===== src/rtl/mmio_timer_if.sv =====
// Load/store responder bus between the core's data port and the timer peripheral.
// The core drives the request side; the timer returns hit, ack, rdata and irq.
interface mmio_timer_if;
  logic        req;
  logic        we;
  logic [31:0] addr;
  logic [31:0] wdata;
  logic [3:0]  be;
  logic        hit;
  logic [31:0] rdata;
  logic        ack;
  logic        irq;

  modport master (output req, we, addr, wdata, be, input hit, rdata, ack, irq);
  modport slave  (input req, we, addr, wdata, be, output hit, rdata, ack, irq);
endinterface


===== src/rtl/mmio_timer.sv =====
// Memory-mapped prescaled 32-bit timer: CTRL/PRESET/COUNT/STATUS window with a
// one-wait-state req/ack bus and one-shot, auto-reload and free-running modes.
module mmio_timer #(
  parameter logic [31:0] BASE_ADDR = 32'h0000_7F00
) (
  input logic         clk,
  input logic         rst,
  mmio_timer_if.slave bus
);

  typedef enum logic [1:0] {B_IDLE = 2'd0, B_ACK = 2'd1, B_WAIT = 2'd2} bstate_t;
  typedef enum logic [1:0] {C_IDLE = 2'd0, C_LOAD = 2'd1, C_RUN = 2'd2} cstate_t;

  bstate_t     bstate_q, bstate_d;
  cstate_t     cstate_q, cstate_d;
  logic        ack_q, ack_d;
  logic [31:0] rdata_q, rdata_d;
  logic        en_q, en_d;
  logic [1:0]  mode_q, mode_d;
  logic        im_q, im_d;
  logic [7:0]  prescale_q, prescale_d;
  logic [31:0] preset_q, preset_d;
  logic [31:0] count_q, count_d;
  logic [7:0]  psc_q, psc_d;
  logic        pending_q, pending_d;

  logic        hit_s;
  logic        wr_s;
  logic        hw_set_s;
  logic        clr_s;
  logic        free_run_s;
  logic [31:0] rd_mux_s;
  logic        unused_s;

  assign hit_s      = (bus.addr[31:4] == BASE_ADDR[31:4]);
  assign free_run_s = (mode_q == 2'b10);
  assign unused_s   = ^bus.addr[1:0];

  assign bus.hit   = hit_s;
  assign bus.ack   = ack_q;
  assign bus.rdata = rdata_q;
  assign bus.irq   = pending_q & im_q;

  // Register read multiplexer on the word offset.
  always_comb begin
    rd_mux_s = 32'h0000_0000;
    case (bus.addr[3:2])
      2'd0:    rd_mux_s = {16'h0000, prescale_q, 4'h0, im_q, mode_q, en_q};
      2'd1:    rd_mux_s = preset_q;
      2'd2:    rd_mux_s = count_q;
      2'd3:    rd_mux_s = {31'h0000_0000, pending_q};
      default: rd_mux_s = 32'h0000_0000;
    endcase
  end

  // Next-state logic: bus handshake, counter sequencing, then register stores.
  always_comb begin
    bstate_d   = bstate_q;
    cstate_d   = cstate_q;
    ack_d      = 1'b0;
    rdata_d    = rdata_q;
    en_d       = en_q;
    mode_d     = mode_q;
    im_d       = im_q;
    prescale_d = prescale_q;
    preset_d   = preset_q;
    count_d    = count_q;
    psc_d      = psc_q;
    wr_s       = 1'b0;
    hw_set_s   = 1'b0;
    clr_s      = 1'b0;

    case (bstate_q)
      B_IDLE: begin
        if (bus.req && hit_s) begin
          bstate_d = B_ACK;
          ack_d    = 1'b1;
          rdata_d  = rd_mux_s;
          wr_s     = bus.we;
        end else begin
          bstate_d = B_IDLE;
        end
      end
      B_ACK:   bstate_d = B_WAIT;
      B_WAIT:  bstate_d = bus.req ? B_WAIT : B_IDLE;
      default: bstate_d = B_IDLE;
    endcase

    case (cstate_q)
      C_IDLE: cstate_d = en_q ? C_LOAD : C_IDLE;
      C_LOAD: begin
        if (!en_q) begin
          cstate_d = C_IDLE;
        end else begin
          count_d  = free_run_s ? 32'h0000_0000 : preset_q;
          psc_d    = 8'h00;
          cstate_d = C_RUN;
        end
      end
      C_RUN: begin
        if (!en_q) begin
          cstate_d = C_IDLE;
        end else if (psc_q != prescale_q) begin
          psc_d = psc_q + 8'h01;
        end else begin
          psc_d = 8'h00;
          if (free_run_s) begin
            count_d  = count_q + 32'h0000_0001;
            hw_set_s = (count_q == 32'hFFFF_FFFF);
          end else if (count_q != 32'h0000_0000) begin
            count_d = count_q - 32'h0000_0001;
          end else begin
            hw_set_s = 1'b1;
            // Mode 11 behaves as one-shot: only 01 reloads.
            if (mode_q == 2'b01) begin
              count_d = preset_q;
            end else begin
              en_d     = 1'b0;
              cstate_d = C_IDLE;
            end
          end
        end
      end
      default: cstate_d = C_IDLE;
    endcase

    if (wr_s) begin
      case (bus.addr[3:2])
        2'd0: begin
          en_d       = bus.be[0] ? bus.wdata[0]    : en_d;
          mode_d     = bus.be[0] ? bus.wdata[2:1]  : mode_q;
          im_d       = bus.be[0] ? bus.wdata[3]    : im_q;
          prescale_d = bus.be[1] ? bus.wdata[15:8] : prescale_q;
        end
        2'd1: begin
          preset_d[7:0]   = bus.be[0] ? bus.wdata[7:0]   : preset_q[7:0];
          preset_d[15:8]  = bus.be[1] ? bus.wdata[15:8]  : preset_q[15:8];
          preset_d[23:16] = bus.be[2] ? bus.wdata[23:16] : preset_q[23:16];
          preset_d[31:24] = bus.be[3] ? bus.wdata[31:24] : preset_q[31:24];
        end
        2'd2:    clr_s = 1'b0;
        2'd3:    clr_s = bus.be[0] & bus.wdata[0];
        default: clr_s = 1'b0;
      endcase
    end else begin
      clr_s = 1'b0;
    end

    // A hardware expiry always wins over a clear landing in the same cycle.
    if (hw_set_s) begin
      pending_d = 1'b1;
    end else if (clr_s) begin
      pending_d = 1'b0;
    end else begin
      pending_d = pending_q;
    end
  end

  // State registers with synchronous reset.
  always_ff @(posedge clk) begin
    if (rst) begin
      bstate_q   <= B_IDLE;
      cstate_q   <= C_IDLE;
      ack_q      <= 1'b0;
      rdata_q    <= 32'h0000_0000;
      en_q       <= 1'b0;
      mode_q     <= 2'b00;
      im_q       <= 1'b0;
      prescale_q <= 8'h00;
      preset_q   <= 32'h0000_0000;
      count_q    <= 32'h0000_0000;
      psc_q      <= 8'h00;
      pending_q  <= 1'b0;
    end else begin
      bstate_q   <= bstate_d;
      cstate_q   <= cstate_d;
      ack_q      <= ack_d;
      rdata_q    <= rdata_d;
      en_q       <= en_d;
      mode_q     <= mode_d;
      im_q       <= im_d;
      prescale_q <= prescale_d;
      preset_q   <= preset_d;
      count_q    <= count_d;
      psc_q      <= psc_d;
      pending_q  <= pending_d;
    end
  end

endmodule


===== src/flat_wrapper.sv =====
// flat-port wrapper written by rule: the top's interface ports become plain ports
module mmio_timer_flat 
#(
  parameter logic [31:0] BASE_ADDR = 32'h0000_7F00
)
  (clk, rst, bus_req, bus_we, bus_addr, bus_wdata, bus_be, bus_hit, bus_rdata, bus_ack, bus_irq);
  mmio_timer_if bus_i ();
  input logic clk;
  input logic rst;
  input wire logic [$bits(bus_i.req)-1:0] bus_req;
  input wire logic [$bits(bus_i.we)-1:0] bus_we;
  input wire logic [$bits(bus_i.addr)-1:0] bus_addr;
  input wire logic [$bits(bus_i.wdata)-1:0] bus_wdata;
  input wire logic [$bits(bus_i.be)-1:0] bus_be;
  output wire logic [$bits(bus_i.hit)-1:0] bus_hit;
  output wire logic [$bits(bus_i.rdata)-1:0] bus_rdata;
  output wire logic [$bits(bus_i.ack)-1:0] bus_ack;
  output wire logic [$bits(bus_i.irq)-1:0] bus_irq;
  assign bus_i.req = bus_req;
  assign bus_i.we = bus_we;
  assign bus_i.addr = bus_addr;
  assign bus_i.wdata = bus_wdata;
  assign bus_i.be = bus_be;
  assign bus_hit = bus_i.hit;
  assign bus_rdata = bus_i.rdata;
  assign bus_ack = bus_i.ack;
  assign bus_irq = bus_i.irq;
  mmio_timer #(.BASE_ADDR(BASE_ADDR)) u_core (.clk(clk), .rst(rst), .bus(bus_i));
endmodule

===== config.mk =====
export PLATFORM = sky130hd
export DESIGN_NAME = mmio_timer_flat
export DESIGN_NICKNAME = d
export VERILOG_FILES = /design/src/rtl/mmio_timer_if.sv /design/src/rtl/mmio_timer.sv /design/src/flat_wrapper.sv
export SDC_FILE = /design/constraint.sdc
export NUM_CORES = 1
export LEC_CHECK = 0
export ABC_AREA = 1
export CAP_MARGIN = 20
export CORE_ASPECT_RATIO = 0.5
export CORE_MARGIN = 5
export CORE_UTILIZATION = 35
export DETAILED_ROUTE_END_ITERATION = 12
export GPL_ROUTABILITY_DRIVEN = 0
export HOLD_SLACK_MARGIN = 0.03
export PLACE_DENSITY = 0.65
export SLEW_MARGIN = 40
export SYNTH_ARGS = -nofsm -noshare
export SYNTH_HDL_FRONTEND = slang
export SYNTH_SLANG_ARGS = --single-unit

===== constraint.sdc =====
create_clock -name clk -period 3.1 [get_ports clk]
set_clock_uncertainty 0.1 [all_clocks]
set_input_delay 0.62 -clock clk [delete_from_list [all_inputs] [get_ports clk]]
set_output_delay 0.62 -clock clk [all_outputs]
set_load 0.05 [all_outputs]

* After elaboration in Yosys (flattened, before gate mapping)
Cells that the tools add are included.
** Storage, ports and cells
- Input port bits :: 72
- Word-level logic and storage cells :: 104
- Output and inout port bits :: 35
- Bits in registers :: 122
** Cells by class
- Muxes and demuxes :: 45
- Bitwise gates (word level) :: 3
- Reduce and logical (&&, ||, !) cells :: 18
- $add $sub $neg :: 3
- Eq/ne operators :: 20
** Operators with widths (number)
- $mux W32 :: 7
- $pmux W32 S4 :: 1
- $pmux W32 S2 :: 1
- $add A32 B1 Y32 const B :: 1
- $eq A32 B32 Y1 const B :: 1
- $reduce_bool A32 Y1 :: 1
- $sub A32 B1 Y32 const B :: 1
- $eq A28 B11 Y1 const B :: 1
- $mux W8 :: 3
- $mux W1 :: 23
- $reduce_and A3 Y1 :: 7
- $pmux W8 S2 :: 1
- $mux W2 :: 7
- $ne A3 B3 Y1 const B :: 4
- $pmux W2 S3 :: 2
- $eq A2 B2 Y1 const B :: 5
- $add A8 B1 Y8 const B :: 1
- $eq A2 B1 Y1 const B :: 4
- $ne A8 B8 Y1 :: 1
- $logic_not A2 Y1 :: 3
- $reduce_and A5 Y1 :: 1
- $ne A2 B1 Y1 const B :: 2
- $ne A4 B1 Y1 const B :: 1
- $reduce_and A4 Y1 :: 1
- other kinds (7) :: 9

* Logic depth before layout (Yosys ltp)
- Word-level depth :: 10
- Depth in mapped cells :: 15
- Mapped depth without buffers :: 14

* Least setup slack after synthesis
No wires, ideal clock.
- Path kind :: input to register
- Start point :: input port bus_addr[19]
- End point :: register u_core.preset_q[16]
- Arrival time :: 2.188 ns
- Data required time :: 2.887 ns
- Stages on the path :: 11
- Setup time :: 0.113 ns
- Path buffers :: 1
- Path slack :: 0.699 ns
- Path through :: nor2_1 -> nand2_1 -> nor2_1 -> nand2_1 -> nor2_2 -> nand2_2 -> nor2_2 -> nand3_2 -> buf_2 -> nor2_1 -> nor2_1
** Between the ends
- Word-level cells in the longest chain between the ends :: 5
** Ends and longest elaborated chain
- start: declaration :: line flat_wrapper.sv:12 : input wire logic [$bits(bus_i.addr)-1:0] bus_addr;
- $eq A28 B11 Y1 :: line mmio_timer.sv:35 : assign hit_s = (bus.addr[31:4] == BASE_ADDR[31:4]);
- named net bus_hit :: line flat_wrapper.sv:15 : output wire logic [$bits(bus_i.hit)-1:0] bus_hit;
- $logic_and A1 B1 Y1 :: line mmio_timer.sv:75 : if (bus.req && hit_s) begin
- $mux W1 :: line mmio_timer.sv:75
- $mux W1 :: line mmio_timer.sv:73 : case (bstate_q)
- $reduce_and A3 Y1 (no source line)
- end signal: assignment :: line mmio_timer.sv:183 : preset_q <= preset_d;
- end: declaration :: line mmio_timer.sv:22 : logic [31:0] preset_q, preset_d;
The timed path passes the listed nets, and every way through them passes these cells.
A chain may end at the register's enable or synchronous reset.

* Worst setup path in the final report
- Start point :: register u_core.count_q[0]
- End point :: register u_core.en_q
** Between the ends
- Word-level cells in the longest chain between the ends :: 9
** Ends and longest elaborated chain
- start: declaration :: line mmio_timer.sv:23 : logic [31:0] count_q, count_d;
- start signal: assignment :: line mmio_timer.sv:184 : count_q <= count_d;
- $reduce_bool A32 Y1 (*) :: line mmio_timer.sv:110 : end else if (count_q != 32'h0000_0000) begin
- $mux W1 (*) :: line mmio_timer.sv:110
- $mux W1 (*) :: line mmio_timer.sv:107 : if (free_run_s) begin
- $mux W1 (*) :: line mmio_timer.sv:103 : end else if (psc_q != prescale_q) begin
- $mux W1 (*) :: line mmio_timer.sv:101 : if (!en_q) begin
- $mux W1 (*) :: line mmio_timer.sv:89 : case (cstate_q)
- $mux W1 :: line mmio_timer.sv:130 : en_d = bus.be[0] ? bus.wdata[0] : en_d;
- $mux W1 :: line mmio_timer.sv:128 : case (bus.addr[3:2])
- $mux W1 (*) :: line mmio_timer.sv:127 : if (wr_s) begin
- end signal: assignment :: line mmio_timer.sv:179 : en_q <= en_d;
- end: declaration :: line mmio_timer.sv:18 : logic en_q, en_d;
Mark *: on every way between the ends. The rest lies on a longest branch, timed or not.

==> results_dict.tcl <==
set metrics [dict create \
    overflow 0 \
    synth_xor_area_frac 0.0214 \
    yosys_warnings 0 \
    nFillCells 2564 \
    synth_area_leaders "dfxtp_1 (28%), nand2_1 (18%), nor2_1 (15%), inv_1 (5.8%), nand3_1 (5.4%)" \
    critical_path.max_stage_delay_ps 340 \
    first_pass_iters 7 \
    clock-sinks 122 \
    yosys.area.top_type_share 0.285 \
    setup_viol 0 \
    final_common_cell "nand2_1" \
    hold_buffers 0 \
    preCtsSetupSlack_ps 245 \
    min_period_ps 2730 \
    combPwrFrac 0.053 \
    synthesis.area_um2 8580 \
    synth_compound_area_frac 0.108 \
    path_buf_inv 3 \
    pwr-share-seq 0.404 \
    endpoint_kind "register" \
    drt_iter0_drc 902 \
    gr-usage-met3 0.0371 \
    drt-total-wl_mm 28.5 \
    synth_top_cell_by_area "dfxtp_1" \
    critical_path_class "reg2reg" \
    final.period_utilization 0.879 \
    ir_worst_vdd_mv 0.361 \
    htree_levels 4 \
    synth.avg_cell_area_um2 5.76 \
    fin_setup_tns_ps 0 \
    switching_power_mw 0.874 \
    reg2reg_depth 14 \
    drc 0 \
    grt_pass1_vias 8562 \
    rows 40 \
    clk_latency_ps 430 \
    power_per_cell_area_nw_per_um2 370 \
    antenna_left 0 \
    placed_cell_area_um2 9900 \
    met2_usage 0.313 \
    nets 1641 \
    hold_violations 0 \
    critPathSlowestCell "dfxtp_1" \
    tightest_slew_ps 704 \
    synth-simple-area-share 0.464 \
    grt_max_degree 52 \
    power.total_mw 3.89 \
    core_um2 24100 \
    antenna_found_initial 0 \
    design_area_um2 10500 \
    wl_per_cell_um 14.9 \
    synth_top_family_by_area "simple AND/OR/NAND/NOR gates" \
    use_met1 0.283 \
    fp.dieW_um 231 \
    multi_input_area_um2 5190 \
    status "finished, final reports clean" \
    fin_cells 1911 \
    io_pins 107 \
    worst-path-max-fanout 9 \
    synth.ff_latch_count 122 \
    start_kind "register" \
    mostFrequentLayoutCells "nand2_1 (414), nor2_1 (350), inv_1 (132)" \
    p_leak_nw 4.49 \
    p_int_mw 3.01 \
    drv_cap 0 \
    cts_tree "built" \
    dp_cells 1879 \
    port_buffers 104 \
    crit_top_cell "nand2_1" \
    synth_fp_nets 1570 \
    cts_buffer_depth 2 \
    dp.final_hpwl_mm 21.6 \
    path_cells "inv_1, ha_1, nand2_1, nor2_1, nand2_1, nor2_2, buf_4, inv_2, nor2_4, nand3_2, nand2_1, nand2_1, nor2_1, nor2_1" \
    min_path_cells 2 \
    syn_inst 1491 \
    area.sequential_um2 2440 \
    rsz0062_at_grt "no" \
    synthAdderAreaFrac 0.0102 \
    clkTransAtPathRegs_ps 60 \
    seq_area_frac_synth 0.285 \
    vias 9550 \
    cts-resized-gates 0 \
    critical_path_depth 14 \
    grt_usage 0.203 \
    routed_via_density 5.00 \
    synth.distinct_cells 32 \
    die_y_um 121 \
    fin_ws_ps 374 \
    max-slew-margin-rel 0.526 \
    hold_slack_ps 365 \
    p_sw_frac 0.225 \
    max_freq_mhz 367 \
    grt_pass1_wl_mm 45.4 \
    slew_viol_final 0 \
    hold_path.class "reg2reg" \
    drive_above_1_share 0.0686 \
    cts_made_buffers 17 \
    start_util 0.356 \
    cts_setup_buffers 0 \
    required_ps 3320 \
    cts_root_buf "clkbuf_16" \
    grt-busiest-layer "met2" \
    antennaDiodeCount 0 \
    die_area_um2 27900 \
    post-route-util 0.436 \
    cp.arrival_ps 2950 \
    p_clk_frac 0.544 \
    layout-area-overhead-vs-synth_pct 22.4 \
    post_synth_mux_area_share 0 \
    crit_family "simple AND/OR/NAND/NOR gates" \
]
==> path summary, 6_finish.rpt <==
kind | startpoint | to | slack (ps)
worst min register to register | u_core.bus.rdata[0] | u_core.bus.rdata[0] | 370
worst max-delay path | u_core.count_q[0] | u_core.en_q | 370
worst min-delay path | u_core.bus.rdata[0] | u_core.bus.rdata[0] | 370
worst max register to register | u_core.count_q[0] | u_core.en_q | 370
==> synthesized netlist by cell type (all sizes together) <==
library cell	count
nand2	419
nor2	381
inv	139
dfxtp	122
nand3	95
o21ai	65
a21oi	59
buf	53
nand4	43
clkbuf	29
o22ai	24
xor2	17
a211oi	11
nor3	8
ha	7
a221oi	6
xnor2	4
clkinv	3
a22oi	2
nor4	2
o2111ai	1
or2	1
==> registers in the layout, indices dropped and copies added (netlist names), 2 cells and up <==
signal	flops
u_core.prescale_q	8
u_core.bus.rdata	32
u_core.count_q	32
u_core.bstate_q	2
u_core.preset_q	32
u_core.psc_q	8
u_core.cstate_q	2
u_core.mode_q	2
==> worst register-to-register path, cell delays in order (launching register included) <==
cell	delay [ps]
dfxtp_1	340
inv_1	250
ha_1	330
nand2_1	80
nor2_1	100
nand2_1	70
nor2_2	280
buf_4	280
inv_2	70
nor2_4	210
nand3_2	140
nand2_1	140
nand2_1	70
nor2_1	110
nor2_1	50
==> cell type report <==
class                   count  area share
flip-flops and latches    122       0.232
inverters                 142      0.0507
repair buffers            134       0.125
multi-input cells        1145       0.494
well taps                 336      0.0400
clock inverters            12      0.0164
clock buffers              20      0.0416
==> cells by family after synthesis <==
kind of cell | after synthesis
adder cells (fa/ha/maj) | 7
flip-flops | 122
AO/OA/AOI/OAI | 168
buffers and inverters | 224
XOR/XNOR | 21
AND/OR/NAND/NOR | 949
==> per-layer routing <==
metal,vias up,share of wire,wire (um)
li1,4870,-,-
met1,4242,0.46,13100
met2,371,0.43,12300
met3,67,0.075,2140
met4,0,0.032,913
met5,-,0,0
==> power groups by stage <==
stage                     clock network, mW  registers [mW]  logic [mW]
after floorplan                           0            1.60      0.0757
after global placement                    0            1.60       0.204
after detailed placement                  0            1.60       0.204
after CTS                              2.14            1.57       0.205
after global routing                   2.20            1.57       0.223
final                                  2.11            1.57       0.204
No activity file was read; power rests on OpenSTA's default activity.
